File: src/rtl/ram_burst_reader_pkg.sv
// Shared types and constants for the RAM burst read path.
package ram_pkg;

  // Default geometry when the reader is instantiated without overrides.
  localparam int ADDR_W_DEF = 10;
  localparam int DATA_W_DEF = 32;

  // Output buffer depth: one word being presented plus one arriving from the RAM.
  localparam int FIFO_DEPTH = 2;
  localparam int OCC_W      = $clog2(FIFO_DEPTH) + 1;

  typedef enum logic [1:0] {
    RD_IDLE,
    RD_READ,
    RD_DRAIN
  } rd_state_e;

  // A new read may issue only if every word already owed to the buffer, plus
  // this one, still fits once the current pop (if any) has drained a slot.
  function automatic logic credit_ok(input logic [OCC_W-1:0] occ,
                                     input logic             inflight,
                                     input logic             pop);
    logic [OCC_W:0] w_owed;
    w_owed = (OCC_W+1)'(occ) + (OCC_W+1)'(inflight) - (OCC_W+1)'(pop);
    return w_owed < (OCC_W+1)'(FIFO_DEPTH);
  endfunction

endpackage

File: src/rtl/ram_burst_reader_if.sv
// Command, RAM port B and output stream signals of the burst reader.
interface ram_burst_reader_if
  import ram_pkg::*;
#(
  parameter int ADDR_W = ADDR_W_DEF,
  parameter int DATA_W = DATA_W_DEF,
  parameter int LEN_W  = ADDR_W + 1
) ();

  logic              start;
  logic [ADDR_W-1:0] base_addr;
  logic [LEN_W-1:0]  len;
  logic              busy;
  logic              done;
  logic              enb;
  logic [ADDR_W-1:0] addrb;
  logic [DATA_W-1:0] doutb;
  logic              m_valid;
  logic [DATA_W-1:0] m_data;
  logic              m_last;
  logic              m_ready;

  // Reader side.
  modport master (
    input  start, base_addr, len, doutb, m_ready,
    output busy, done, enb, addrb, m_valid, m_data, m_last
  );

  // Environment side: command source, RAM and stream consumer.
  modport slave (
    output start, base_addr, len, doutb, m_ready,
    input  busy, done, enb, addrb, m_valid, m_data, m_last
  );

endinterface

File: src/rtl/ram_burst_reader_fifo.sv
// Two-entry show-ahead buffer holding {last, data} words returned by the RAM.
module ram_rd_skid_fifo
  import ram_pkg::*;
#(
  parameter int W = 8
) (
  input  logic             clk,
  input  logic             rst,
  input  logic             i_push,
  input  logic [W-1:0]     i_wdata,
  input  logic             i_pop,
  output logic [W-1:0]     o_rdata,
  output logic             o_valid,
  output logic [OCC_W-1:0] o_occ
);

  logic [W-1:0]     r_mem [FIFO_DEPTH];
  logic             r_wptr;
  logic             r_rptr;
  logic [OCC_W-1:0] r_occ;
  logic             w_push;
  logic             w_pop;

  // A push into a full buffer is accepted only when a pop frees the slot that
  // same cycle; the head word is read out before the write lands.
  assign w_pop  = i_pop && (r_occ != '0);
  assign w_push = i_push && ((r_occ < OCC_W'(FIFO_DEPTH)) || w_pop);

  // Storage, pointers and occupancy.
  always_ff @(posedge clk) begin
    if (rst) begin
      for (int i = 0; i < FIFO_DEPTH; i++) r_mem[i] <= '0;
      r_wptr <= 1'b0;
      r_rptr <= 1'b0;
      r_occ  <= '0;
    end else begin
      if (w_push) begin
        r_mem[r_wptr] <= i_wdata;
        r_wptr        <= ~r_wptr;
      end
      if (w_pop) r_rptr <= ~r_rptr;
      r_occ <= r_occ + OCC_W'(w_push) - OCC_W'(w_pop);
    end
  end

  assign o_rdata = r_mem[r_rptr];
  assign o_valid = (r_occ != '0);
  assign o_occ   = r_occ;

endmodule

File: src/rtl/ram_burst_reader.sv
// Turns one start command into a burst of RAM port B reads and streams the
// returned words out with valid/ready backpressure.
module ram_burst_reader
  import ram_pkg::*;
#(
  parameter int ADDR_W = ADDR_W_DEF,
  parameter int DATA_W = DATA_W_DEF,
  parameter int LEN_W  = ADDR_W + 1
) (
  input  logic                clk,
  input  logic                rst,
  ram_burst_reader_if.master  bus
);

  rd_state_e         r_state;
  rd_state_e         w_state_nxt;
  logic [ADDR_W-1:0] r_addr;
  logic [LEN_W-1:0]  r_len;
  logic [LEN_W-1:0]  r_issued;
  logic              r_inflight;
  logic              r_inflight_last;
  logic              r_done;

  logic              w_issue;
  logic              w_done_nxt;
  logic              w_accept;
  logic              w_pop;
  logic              w_last_issue;
  logic              w_fifo_valid;
  logic [DATA_W:0]   w_fifo_rdata;
  logic [OCC_W-1:0]  w_occ;

  assign w_accept     = (r_state == RD_IDLE) && bus.start && (bus.len != '0);
  assign w_pop        = w_fifo_valid && bus.m_ready;
  assign w_last_issue = ((r_issued + LEN_W'(1)) == r_len);

  // Next state, read issue and completion strobe.
  always_comb begin
    w_state_nxt = r_state;
    w_issue     = 1'b0;
    w_done_nxt  = 1'b0;
    case (r_state)
      RD_IDLE: begin
        if (bus.start) begin
          if (bus.len != '0) w_state_nxt = RD_READ;
          else               w_done_nxt  = 1'b1;
        end
      end
      RD_READ: begin
        if (credit_ok(w_occ, r_inflight, w_pop)) begin
          w_issue = 1'b1;
          if (w_last_issue) w_state_nxt = RD_DRAIN;
        end
      end
      RD_DRAIN: begin
        if (w_pop && w_fifo_rdata[DATA_W]) begin
          w_state_nxt = RD_IDLE;
          w_done_nxt  = 1'b1;
        end
      end
      default: w_state_nxt = RD_IDLE;
    endcase
  end

  // State register.
  always_ff @(posedge clk) begin
    if (rst) r_state <= RD_IDLE;
    else     r_state <= w_state_nxt;
  end

  // Burst counters, read-latency tracking and done pulse.
  always_ff @(posedge clk) begin
    if (rst) begin
      r_addr          <= '0;
      r_len           <= '0;
      r_issued        <= '0;
      r_inflight      <= 1'b0;
      r_inflight_last <= 1'b0;
      r_done          <= 1'b0;
    end else begin
      r_done          <= w_done_nxt;
      r_inflight      <= w_issue;
      r_inflight_last <= w_issue && w_last_issue;
      if (w_accept) begin
        r_addr   <= bus.base_addr;
        r_len    <= bus.len;
        r_issued <= '0;
      end else if (w_issue) begin
        r_addr   <= r_addr + ADDR_W'(1);
        r_issued <= r_issued + LEN_W'(1);
      end
    end
  end

  // doutb is only trusted in the cycle right after an issue.
  ram_rd_skid_fifo #(.W(DATA_W + 1)) u_fifo (
    .clk     (clk),
    .rst     (rst),
    .i_push  (r_inflight),
    .i_wdata ({r_inflight_last, bus.doutb}),
    .i_pop   (w_pop),
    .o_rdata (w_fifo_rdata),
    .o_valid (w_fifo_valid),
    .o_occ   (w_occ)
  );

  assign bus.busy    = (r_state != RD_IDLE);
  assign bus.done    = r_done;
  assign bus.enb     = w_issue;
  assign bus.addrb   = r_addr;
  assign bus.m_valid = w_fifo_valid;
  assign bus.m_data  = w_fifo_rdata[DATA_W-1:0];
  assign bus.m_last  = w_fifo_rdata[DATA_W];

endmodule
File: src/flat_wrapper.sv
// flat-port wrapper written by rule: the top's interface ports become plain ports
module ram_burst_reader_flat import ram_pkg::*;
#(
  parameter int ADDR_W = ADDR_W_DEF,
  parameter int DATA_W = DATA_W_DEF,
  parameter int LEN_W  = ADDR_W + 1
)
  (clk, rst, bus_start, bus_base_addr, bus_len, bus_doutb, bus_m_ready, bus_busy, bus_done, bus_enb, bus_addrb, bus_m_valid, bus_m_data, bus_m_last);
  ram_burst_reader_if #(.ADDR_W(ADDR_W), .DATA_W(DATA_W), .LEN_W(LEN_W)) bus_i ();
  input  logic clk;
  input  logic rst;
  input wire logic [$bits(bus_i.start)-1:0] bus_start;
  input wire logic [$bits(bus_i.base_addr)-1:0] bus_base_addr;
  input wire logic [$bits(bus_i.len)-1:0] bus_len;
  input wire logic [$bits(bus_i.doutb)-1:0] bus_doutb;
  input wire logic [$bits(bus_i.m_ready)-1:0] bus_m_ready;
  output wire logic [$bits(bus_i.busy)-1:0] bus_busy;
  output wire logic [$bits(bus_i.done)-1:0] bus_done;
  output wire logic [$bits(bus_i.enb)-1:0] bus_enb;
  output wire logic [$bits(bus_i.addrb)-1:0] bus_addrb;
  output wire logic [$bits(bus_i.m_valid)-1:0] bus_m_valid;
  output wire logic [$bits(bus_i.m_data)-1:0] bus_m_data;
  output wire logic [$bits(bus_i.m_last)-1:0] bus_m_last;
  assign bus_i.start = bus_start;
  assign bus_i.base_addr = bus_base_addr;
  assign bus_i.len = bus_len;
  assign bus_i.doutb = bus_doutb;
  assign bus_i.m_ready = bus_m_ready;
  assign bus_busy = bus_i.busy;
  assign bus_done = bus_i.done;
  assign bus_enb = bus_i.enb;
  assign bus_addrb = bus_i.addrb;
  assign bus_m_valid = bus_i.m_valid;
  assign bus_m_data = bus_i.m_data;
  assign bus_m_last = bus_i.m_last;
  ram_burst_reader #(.ADDR_W(ADDR_W), .DATA_W(DATA_W), .LEN_W(LEN_W)) u_core (.clk(clk), .rst(rst), .bus(bus_i));
endmodule
File: config.mk
export PLATFORM = sky130hd
export DESIGN_NAME = ram_burst_reader_flat
export DESIGN_NICKNAME = d
export VERILOG_FILES = /design/src/rtl/ram_burst_reader_pkg.sv /design/src/rtl/ram_burst_reader_if.sv /design/src/rtl/ram_burst_reader_fifo.sv /design/src/rtl/ram_burst_reader.sv /design/src/flat_wrapper.sv
export SDC_FILE = /design/constraint.sdc
export NUM_CORES = 1
export LEC_CHECK = 0
export CORE_MARGIN = 4
export CORE_UTILIZATION = 47
export DETAILED_ROUTE_END_ITERATION = 10
export GPL_TIMING_DRIVEN = 0
export MAX_ROUTING_LAYER = met4
export PLACE_DENSITY = 0.77
export SLEW_MARGIN = 20
export SYNTH_ARGS = -nofsm -noshare
export SYNTH_HDL_FRONTEND = slang
export SYNTH_HIERARCHICAL = 1
export SYNTH_SLANG_ARGS = --single-unit
File: constraint.sdc
create_clock -name clk -period 3.2 [get_ports clk]
set_clock_uncertainty 0.05 [all_clocks]
set_input_delay 0.32 -clock clk [delete_from_list [all_inputs] [get_ports clk]]
set_output_delay 0.32 -clock clk [all_outputs]
set_load 0.02 [all_outputs]
* After elaboration in Yosys (flattened, before gate mapping)
Memory sizes are Yosys's and may differ from the RTL's. A register that Yosys moved wholly into a read port is not among the register bits. Cells that the tools add are included.
Word-level totals: bits in registers 41, bits in writable memories 66, input port bits 57, output and inout port bits 47, word-level logic and storage cells 69, memories kept 1
Operators by class: add/subtract/negate cells 6, order comparisons 2, equal/unequal tests 8, multiplexer cells 24, bitwise logic cells 2, reduce and logical (&&, ||, !) cells 16
Memory list:
- u_core.u_fifo.r_mem | depth 2, width 33, read ports 1, clocked after memory_dff 1, write ports 2, line ram_burst_reader_fifo.sv:17 | logic [W-1:0] r_mem [FIFO_DEPTH];
Operators by type and width (number):
- 33-bit 2-to-1 mux | 1
- 33-bit OR reduction | 1
- 10-bit 2-to-1 mux | 2
- 1-bit 2-to-1 mux | 14
- 11-bit by 1-bit adder with 11-bit output, second input constant | 1
- 11-bit equality test | 1
- 11-bit nonzero test | 1
- 10-bit by 1-bit adder with 10-bit output, second input constant | 1
- 2-bit 2-to-1 mux | 5
- 1-bit logical AND | 7
- 2-bit by 1-bit != test with 1-bit output, second input constant | 3
- 2-bit case mux with 3 select lines | 1
- 2-bit nonzero test | 3
- 5-bit AND reduction | 1
- 2-bit != test, second input constant | 2
- 2-bit by 1-bit adder with 3-bit output | 1
- 3-bit by 2-bit < comparator with 1-bit output, second input constant | 1
- 3-bit by 1-bit subtractor with 3-bit output | 1
- 2-bit by 1-bit adder with 2-bit output | 1
- 2-bit by 1-bit equality test with 1-bit output, second input constant | 1
- 2-bit equality test, second input constant | 1
- 2-bit zero test | 1
- 2-bit < comparator, second input constant | 1
- 1-bit NOT | 2
- 4 further kinds | 4

* Logic depth before layout (Yosys ltp)
Gate-level depths: netlist (run 1).
depth after elaboration 10, mapped depth 12

* Hierarchy
Netlist (run 1), hierarchy kept.
By module, submodules not included:
- ram_rd_skid_fifo | instances 1, cells each 238, area an instance 3195.6 sq um, sequential area each 2082.0 sq um
- ram_burst_reader | instances 1, cells each 249, area an instance 2014.4 sq um, sequential area each 740.7 sq um

* Least setup slack after synthesis (run 1)
Ideal clock, no wire load.
path type reg-to-reg, start point register u_core.u_fifo.r_occ[1] (netlist: u_core/u_fifo/o_occ[1]), end point register u_core.r_issued[7], arrival 3083 ps, setup slack -61 ps, cell stages (with the launch flop) 13, cells stage by stage dfxtp_1 > or2_2 > and2_1 > ha_1 > nand2b_1 > fa_1 > xnor2_1 > nand4b_1 > inv_2 > buf_1 > nand2_1 > xor2_1 > nor2_1
Between the ends: cells in the longest elaborated chain, start to end 6, elaborated cells on any way between the ends 7, classes of those cells add/sub: 2; order compare: 1; mux: 2; reduce/logical: 2
RTL lines:
- start: declaration | line ram_burst_reader_fifo.sv:20 | logic [OCC_W-1:0] r_occ;
- start signal: assignment | line ram_burst_reader_fifo.sv:42 | r_occ <= r_occ + OCC_W'(w_push) - OCC_W'(w_pop);
- 2-bit nonzero test | line ram_burst_reader_fifo.sv:47 | assign o_valid = (r_occ != '0);
- net bus_m_valid | line flat_wrapper.sv:21 | output wire logic [$bits(bus_i.m_valid)-1:0] bus_m_valid;
- 1-bit logical AND | line ram_burst_reader.sv:34 | assign w_pop = w_fifo_valid && bus.m_ready;
- net u_core.w_pop | line ram_burst_reader.sv:27 | logic w_pop;
- 3-bit by 1-bit subtractor with 3-bit output | line ram_burst_reader_pkg.sv:24 | w_owed = (OCC_W+1)'(occ) + (OCC_W+1)'(inflight) - (OCC_W+1)'(pop);
- 3-bit by 2-bit < comparator with 1-bit output | line ram_burst_reader_pkg.sv:25 | return w_owed < (OCC_W+1)'(FIFO_DEPTH);
- 1-bit 2-to-1 mux | line ram_burst_reader.sv:50 | if (credit_ok(w_occ, r_inflight, w_pop)) begin
- 1-bit 2-to-1 mux | line ram_burst_reader.sv:42 | case (r_state)
- net bus_enb | line flat_wrapper.sv:19 | output wire logic [$bits(bus_i.enb)-1:0] bus_enb;
- end signal: assignment | line ram_burst_reader.sv:90 | r_issued <= r_issued + LEN_W'(1);
- end: declaration | line ram_burst_reader.sv:19 | logic [LEN_W-1:0] r_issued;
The timed path passes the listed nets, and every way through them passes these cells. A chain may end at the register's enable or synchronous reset.

* Final worst setup path (run 1)
start point register u_core.u_fifo.r_occ[0] (netlist: u_core/u_fifo/o_occ[0]), end point output port bus_enb
Between the ends: cells in the longest elaborated chain, start to end 6, elaborated cells on any way between the ends 7, classes of those cells add/sub: 2; order compare: 1; mux: 2; reduce/logical: 2
RTL lines (line):
- 2-bit nonzero test | ram_burst_reader_fifo.sv:47
- 1-bit logical AND | ram_burst_reader.sv:34
- net u_core.w_pop | ram_burst_reader.sv:27
- 3-bit by 1-bit subtractor with 3-bit output | ram_burst_reader_pkg.sv:24
- 3-bit by 2-bit < comparator with 1-bit output | ram_burst_reader_pkg.sv:25
- 1-bit 2-to-1 mux | ram_burst_reader.sv:50
- 1-bit 2-to-1 mux | ram_burst_reader.sv:42
- end: declaration | flat_wrapper.sv:19
The timed path passes the listed nets, and every way through them passes these cells.

==> results.md, run 1 <==
* Status: finished clean
* H-tree level count at 3
* Synth Area in Adders at 0.0159
* Tcrit/Tclk final at 0.963
* Max-cap violation count at 0
* Inst Count DP at between 700 and 800
* Reg clk slew, reported paths at 0.12 ns
* Max Root-Sink Buffers at 2
* Die height at ~110 µm
* Worst stage delay on the critical path at approximately 0.4 ns
* Worst path cell trace: or2_4 > and2_4 > ha_1 > nand2b_4 > fa_2 > xnor2_2 > nand4b_1 > inv_2 > buf_8 > buf_6
* CTS buffer count at 9
* Share of cells above drive strength 1 at 0.167
* Worst Tran Pin Value at 0.545 ns
* Crit path from: u_core/u_fifo/o_occ[0]$_SDFF_PP0_
* Post-synthesis cell type with the largest combined area: edfxtp_1
* Placed Area at about 0.0065 mm²
* Max IR drop VDD at about 0.24 mV
* Worst hold path class: input pin to flip-flop
* Clk_lat worst skew at about 0.37 ns
* Clock sink count at about 110
* Area grow syn2layout at 30.8%
* Setup-failing EPs final at 0
* DR WL/cell at 16.2 µm
* Worst R2R Start: u_core/u_fifo/o_occ[0]$_SDFF_PP0_
* Worst Setup Start Kind: flip-flop
* Vias at between 4000 and 5000
* Fillers at 898
* Nets at between 600 and 700
* Mux contribution to synthesized area at 0.0713
* Register area share after synthesis at 0.542
* Max Clk Rate at ~0.32 GHz
* Leakage at roughly 2.5 nW
* Async S/R FF share, synth at 0
* Core box area at between 0.01 and 0.015 mm²
* PortBufs at 102
* Synth unique cells at 54
* Final ANT Viol Nets at 0
* Pwr Density at between 400 and 500 mW/mm²
* Synth Area in Simple Gates at 0.211
* Main combinational cell family by area after synthesis: simple AND/OR/NAND/NOR gates
* Non-filler cells, final at approximately 760
* Starting DRT DRC Count at 190
* Total global routing overflow at 0
* DRT Wirelength at ~12 mm
* Xor and xnor fraction of the mapped netlist area at 0.0536
* Most instantiated cells after synthesis: nor2_1, edfxtp_1, dfxtp_1
* CTS tree: built
* Critical Path AT at approximately 2.7 ns
* Post-Syn Area at ~0.0052 mm²
* Setup crit end kind: output port
* I/O pin count at roughly 100
* Slew Viols, Final at 0
* Hold Fails Final Rpt at 0
* Post-route cell area at roughly 0.0068 mm²
* Vias in the first global route at 4154
* Hpwl dp at 8.86 mm
* Worst path required time at 2.83 ns
* Hold path start: rst
* Initial Utilization at 0.481
* Routability-driven placement congestion ratio at 0.906
* Worst Path Max Fanout at 5
* Top-area cell type share of the netlist area at 0.380
* Site Rows at 38
* DRC viols at 0
* Die area at approximately 0.013 mm²
* Main synth FF type: edfxtp_1
* Cells after Synth at slightly below 500
* Complex-gate fraction of the synthesized area at 0.0665
* Final min period at about 3 ns
* Via/cell ratio at between 5 and 6
* Initial antenna violation count at 0
* CP Class: flip-flop to output port
* Slowest-stage cell, CP: fa_2
* Largest cells by area after synthesis: edfxtp_1, dfxtp_1, nor2_1
* Synthesized Nets at 550
* Seq cells post-synth at between 100 and 150
* Top-count cell post-synth: nor2_1
* Die Width at about 110 µm
* Root Buffer: clkbuf_8
* Relative slew slack at 0.636
* Mapped Avg Cell Area at around 11 µm²
* Drt first pass iters at 4
* Diodes inserted at 0
* Largest net degree at the start of global routing at 28
* Global-route wire length before repair at about 20 mm
* Ys Warns at 6
* GR Util All Layers at 0.198
* Post-synth EDFFs at 66
## kinds of logic (layout without fill, tap and decap cells)
group,after synthesis,count (layout)
mux,33,33
flops,108,108
xor+xnor,31,31
fa+ha+maj,6,6
buf+inv,34,169
simple gates,226,226
compound gates,49,49
## sequential cells by signal, indices dropped and copies added (netlist names), named ones only
name,cells
u_core/u_fifo/r_mem,66
u_core/r_len,11
u_core/bus.done,1
u_core/r_inflight,1
u_core/r_state,2
u_core/u_fifo/r_rptr,1
u_core/r_inflight_last,1
u_core/bus.addrb,10
u_core/r_issued,11
u_core/u_fifo/o_occ,2
u_core/u_fifo/r_wptr,1
## layout make-up
type	instances	area, µm²	share of cell area
Sequential cell	108	2830	0.415
Multi-Input combinational cell	345	2210	0.324
Timing Repair Buffer	119	1190	0.174
Buffer	27	195	0.0286
Tap cell	140	175	0.0257
Clock buffer	9	124	0.0182
Clock inverter	7	73.8	0.0108
Inverter	7	26.3	0.00386
## layer usage
layer,vias to the layer above,routed length [µm],global-route usage,part of all wire
met5,-,0,-,0
met4,0,187,0.0609,0.015
met3,17,516,0.0305,0.042
met2,117,6120,0.337,0.50
met1,1919,5490,0.243,0.45
li1,1951,-,-,-
## power breakdown
part | switching, mW | internal, mW
logic | 0.326 | 0.347
clock network | 0.503 | 0.307
registers | 0.0531 | 1.57
total | 0.882 | 2.22
## timing repair
item	CTS	global route
gates resized for setup	11	9
endpoints found under the hold margin	0	0
buffers inserted	3	12
pin swaps	2	4
endpoints found under the setup margin	20	9
hold buffers	0	0
## critical path, delay by kind of cell, from the launching register on
family / cells / cell delay, ns
and+or+nand+nor: 4 / 0.75
adders and majority gates: 2 / 0.70
buffers and inverters: 3 / 0.36
DFF: 1 / 0.35
xor gates and xnor gates: 1 / 0.19
## per-stage QoR
stage          TNS (ns)  hold WS, ns  worst slack (ns)  power [mW]   util
6_report              0        0.269             0.118        3.10  0.629
5_1_grt         -0.0108        0.297           -0.0108        3.24  0.629
4_1_cts               0        0.254           0.00997        3.08  0.617
3_5_place_dp      -5.92        0.417            -0.893        2.26  0.596
3_3_place_gp      -5.03        0.413            -0.867        2.24  0.591
2_1_floorplan         0        0.398            0.0337        1.98      -
## path summary, 6_finish.rpt
check,to,slack (ns),cells past startpoint
min,u_core/u_fifo/r_rptr$_SDFFE_PP0P_,0.27,2
min reg2reg,u_core/r_len[10]$_SDFFE_PP0P_,0.43,2
max reg2reg,u_core/r_issued[9]$_SDFFE_PP0P_,0.16,13
max,bus_enb,0.12,10
## layout by cell type (no fill, tap or decap), types with 8 or more instances in the layout
master	Yosys	final
a21oi_1	16	16
clkdlybuf4s50_1	0	101
nor3_1	8	8
nand4_1	8	8
edfxtp_1	66	66
mux2_2	33	33
nor2_1	103	103
clkbuf_1	11	11
nand2b_1	39	36
xnor2_1	15	14
xor2_1	15	15
clkbuf_8	0	9
buf_4	1	15
dfxtp_1	42	40
nand2_1	36	36
buf_6	10	12
Power figures use the tool's default switching activity.
==> run 2: changes to the inputs <==
--- a/config.mk
+++ b/config.mk
@@ -6,13 +6,12 @@
 export NUM_CORES = 1
 export LEC_CHECK = 0
 export CORE_MARGIN = 4
-export CORE_UTILIZATION = 47
+export CORE_UTILIZATION = 46
 export DETAILED_ROUTE_END_ITERATION = 10
 export GPL_TIMING_DRIVEN = 0
 export MAX_ROUTING_LAYER = met4
-export PLACE_DENSITY = 0.77
+export PLACE_DENSITY = 0.76
 export SLEW_MARGIN = 20
 export SYNTH_ARGS = -nofsm -noshare
 export SYNTH_HDL_FRONTEND = slang
-export SYNTH_HIERARCHICAL = 1
 export SYNTH_SLANG_ARGS = --single-unit
==> run 2 against run 1 <==
Worst setup slack lost 0.018 ns. Highest routed layer unchanged. Critical path type unchanged. Sequential power grew 6%. Cell count decreased by 7.3%. Combinational power is 120% higher. Utilization is 0.83 points lower. Clock-buffer cell count stayed put. Critical endpoint unchanged.
==> results.md, run 2 <==
* Status: finished clean
* Nets at around 630
* Met1 WL at 5.00 mm
* Seq cells post-synth at roughly 110
* Top-count cell post-synth: and2_1
* Top-area cell type share of the netlist area at 0.393
* Most flop-heavy register: u_core.u_fifo.r_mem
* Most common cell after layout, fill and taps aside: clkdlybuf4s50_1
* Setup crit end kind: output port
* Worst Path Max Fanout at 10
* Diodes inserted at 0
* Global-route wire length before repair at approximately 18 mm
* CTS buffer count at 9
* Routability-driven placement congestion ratio at 0.848
* Max IR drop VDD at about 0.35 mV
* Core box area at between 0.01 and 0.015 mm²
* Largest register FFs at 66
* Most instantiated cells after synthesis: and2_1, edfxtp_1, nand2_1
* Final ANT Viol Nets at 0
* Worst R2R Start: u_core.u_fifo.o_occ[0]$_SDFF_PP0_
* Die area at 0.0127 mm²
* Crit path from: u_core.u_fifo.o_occ[0]$_SDFF_PP0_
* Register area share after synthesis at 0.560
* Worst Setup Start Kind: flip-flop
* Area grow syn2layout at 29.4%
* Max Clk Rate at around 0.32 GHz
* Non-filler cells, final at a little over 700
* Starting DRT DRC Count at between 200 and 250
* Post-synth EDFFs at 66
* DRC viols at 0
* Worst Tran Pin Value at about 0.81 ns
* Synth unique cells at between 40 and 50
* Post-Syn Area at around 0.005 mm²
* Via/cell ratio at between 5 and 6
* Tcrit/Tclk final at 0.969
* Final Hold Slack at between 0.3 and 0.4 ns
* Worst path cell trace: or2_2 > and2_4 > ha_1 > nand2b_1 > fa_2 > xnor2_4 > nand3_4 > inv_2 > buf_8 > buf_4
* Clk_lat worst skew at 0.36 ns
* DRT Wirelength at roughly 11 mm
* Vias in the first global route at roughly 3700
* Final min period at 3.10 ns
* Inst Count DP at a little under 700
* Utilization after layout at 0.620
* Pwr Density at 610 mW/mm²
* Leakage at between 2 and 2.5 nW
* Mapped Avg Cell Area at between 10 and 15 µm²
* Relative slew slack at 0.458
* Post-synthesis cell type with the largest combined area: edfxtp_1
* Cell family with most CP delay: simple AND/OR/NAND/NOR gates
* Slew Viols, Final at 0
* Hold Fails Final Rpt at 0
* Root Buffer: clkbuf_8
* Cells after Synth at between 400 and 500
* Largest net degree at the start of global routing at 34
* CTS tree: built
* Ys Warns at 0
* Critical Path AT at 2.73 ns
* Synthesized Nets at slightly above 500
* Top Layer Used: met4
* Die height at about 110 µm
* Vias at between 3000 and 4000
* GR Util All Layers at 0.180
* Initial antenna violation count at 0
* Async S/R FF share, synth at 0
* CP Buf/Inv Count at 3
* H-tree level count at 3
* Clock sink count at 108
* Total global routing overflow at 0
* Worst hold path class: input pin to flip-flop
* I/O pin count at approximately 100
* DR WL/cell at 15.5 µm
* Worst stage delay on the critical path at between 0.4 and 0.5 ns
* Site Rows at 37
* Share of cells above drive strength 1 at 0.149
* CP Class: flip-flop to output port
* Max-cap violation count at 0
* Main synth FF type: edfxtp_1
* Top flop regs: u_core.u_fifo.r_mem x66, u_core.r_issued x11, u_core.r_len x11
* Largest cells by area after synthesis: edfxtp_1, dfxtp_1, and2_1
* Worst path required time at about 2.8 ns
* Most frequent cells in the layout: clkdlybuf4s50_1, and2_1, edfxtp_1
* Max Root-Sink Buffers at 2
* Wire length on met3 at 582 µm
* Hold path start: rst
* Initial Utilization at 0.479
* Setup-failing EPs final at 0
* Reg clk slew, reported paths at approximately 0.1 ns
* Hpwl dp at 7.90 mm
* Slowest-stage cell, CP: fa_2
* Die Width at 113 µm
* PortBufs at between 100 and 150
* Hold-fix buffers, CTS at 0
* Drt first pass iters at 5
* DR WL met2 at a little over 5 mm
-- run 2: changes by cell type after synthesis, sizes merged, moves of 3 or more --
cell / delta
clkbuf: +5
nand2: +7
nand3: +4
nor2: -67
nor3: +3
buf: -7
and2: +63
xnor2: +5
nand2b: -38
o31a: +3
-- run 2: worst reg2reg max path, stage by stage, from the launching register on --
cell and delay [ns]:
dfxtp_1 0.35, or2_2 0.31, and2_4 0.19, ha_1 0.28, nand2b_1 0.17, fa_2 0.42, xnor2_4 0.19, nand3_4 0.10
inv_2 0.08, buf_4 0.18, nand4_1 0.12, xor2_1 0.16, a211oi_1 0.22
-- run 2: logic make-up (layout without fill, tap and decap cells) --
logic type / after synthesis / after routing / share of synthesized area
and+or+nand+nor: 193 / 193 / 0.204
DFF: 108 / 108 / 0.560
AOI/OAI and AO/OA: 37 / 37 / 0.0512
xor gates and xnor gates: 36 / 36 / 0.0626
muxes: 35 / 35 / 0.0777
buffers and inverters: 33 / 155 / 0.0276
adders and majority gates: 6 / 6 / 0.0164
-- run 2: area by class of cell --
type	count	area, µm²
sequential	108	2830
buffer	24	115
multi-input combinational	307	2120
clock inverter	7	58.8
tap	136	170
timing repair buffer	107	1080
inverter	8	30.0
clock buffer	9	124
fill	836	3990
-- run 2: final timing paths --
path         cells after the start                               end  slack (ns)
max                             10                           bus_enb         0.1
min                              2      u_core.r_inflight$_SDFF_PP0_        0.36
max reg2reg                     12  u_core.bus.addrb[8]$_SDFFE_PP0P_        0.30
min reg2reg                      2     u_core.r_len[10]$_SDFFE_PP0P_        0.43
-- run 2: power by group --
group | leakage (nW) | internal, mW | switching, mW
registers | 1.03 | 1.63 | 0.0814
logic | 1.25 | 0.741 | 0.737
clock network | 0.0946 | 0.299 | 0.485
total | 2.37 | 2.67 | 1.30
-- run 2: repair_timing --
action | CTS | global route
setup endpoints to repair | 6 | 1
gates cloned | 0 | 0
pin swaps | 2 | 2
hold endpoints to repair | 0 | 0
resized for setup | 12 | 4
setup buffers | 2 | 2
-- run 2: routing by layer --
layer,vias to the layer above,GRT usage
li1,1776,-
met1,1710,0.237
met2,140,0.286
met3,10,0.0275
met4,0,0.0569
met5,-,-
-- run 2: stage by stage --
stage	power, mW	worst slack (ns)	setup TNS, ns	cell area, µm²
after detailed placement	3.10	-0.693	-2.31	6270
after global placement	3.06	-0.661	-23.14	6230
after global routing	4.19	-0.0157	-0.0157	6520
after floorplan	2.54	0.176	0	5040
final	3.98	0.0999	0	6520
after CTS	3.95	0.0274	0	6490
==> run 3: changes to the inputs <==
--- a/config.mk
+++ b/config.mk
@@ -5,6 +5,7 @@
 export SDC_FILE = /design/constraint.sdc
 export NUM_CORES = 1
 export LEC_CHECK = 0
+export CAP_MARGIN = 20
 export CORE_MARGIN = 4
 export CORE_UTILIZATION = 46
 export DETAILED_ROUTE_END_ITERATION = 10
==> results of run 3 <==
The final DEF is identical to that of run 2; final timing and power are the same.
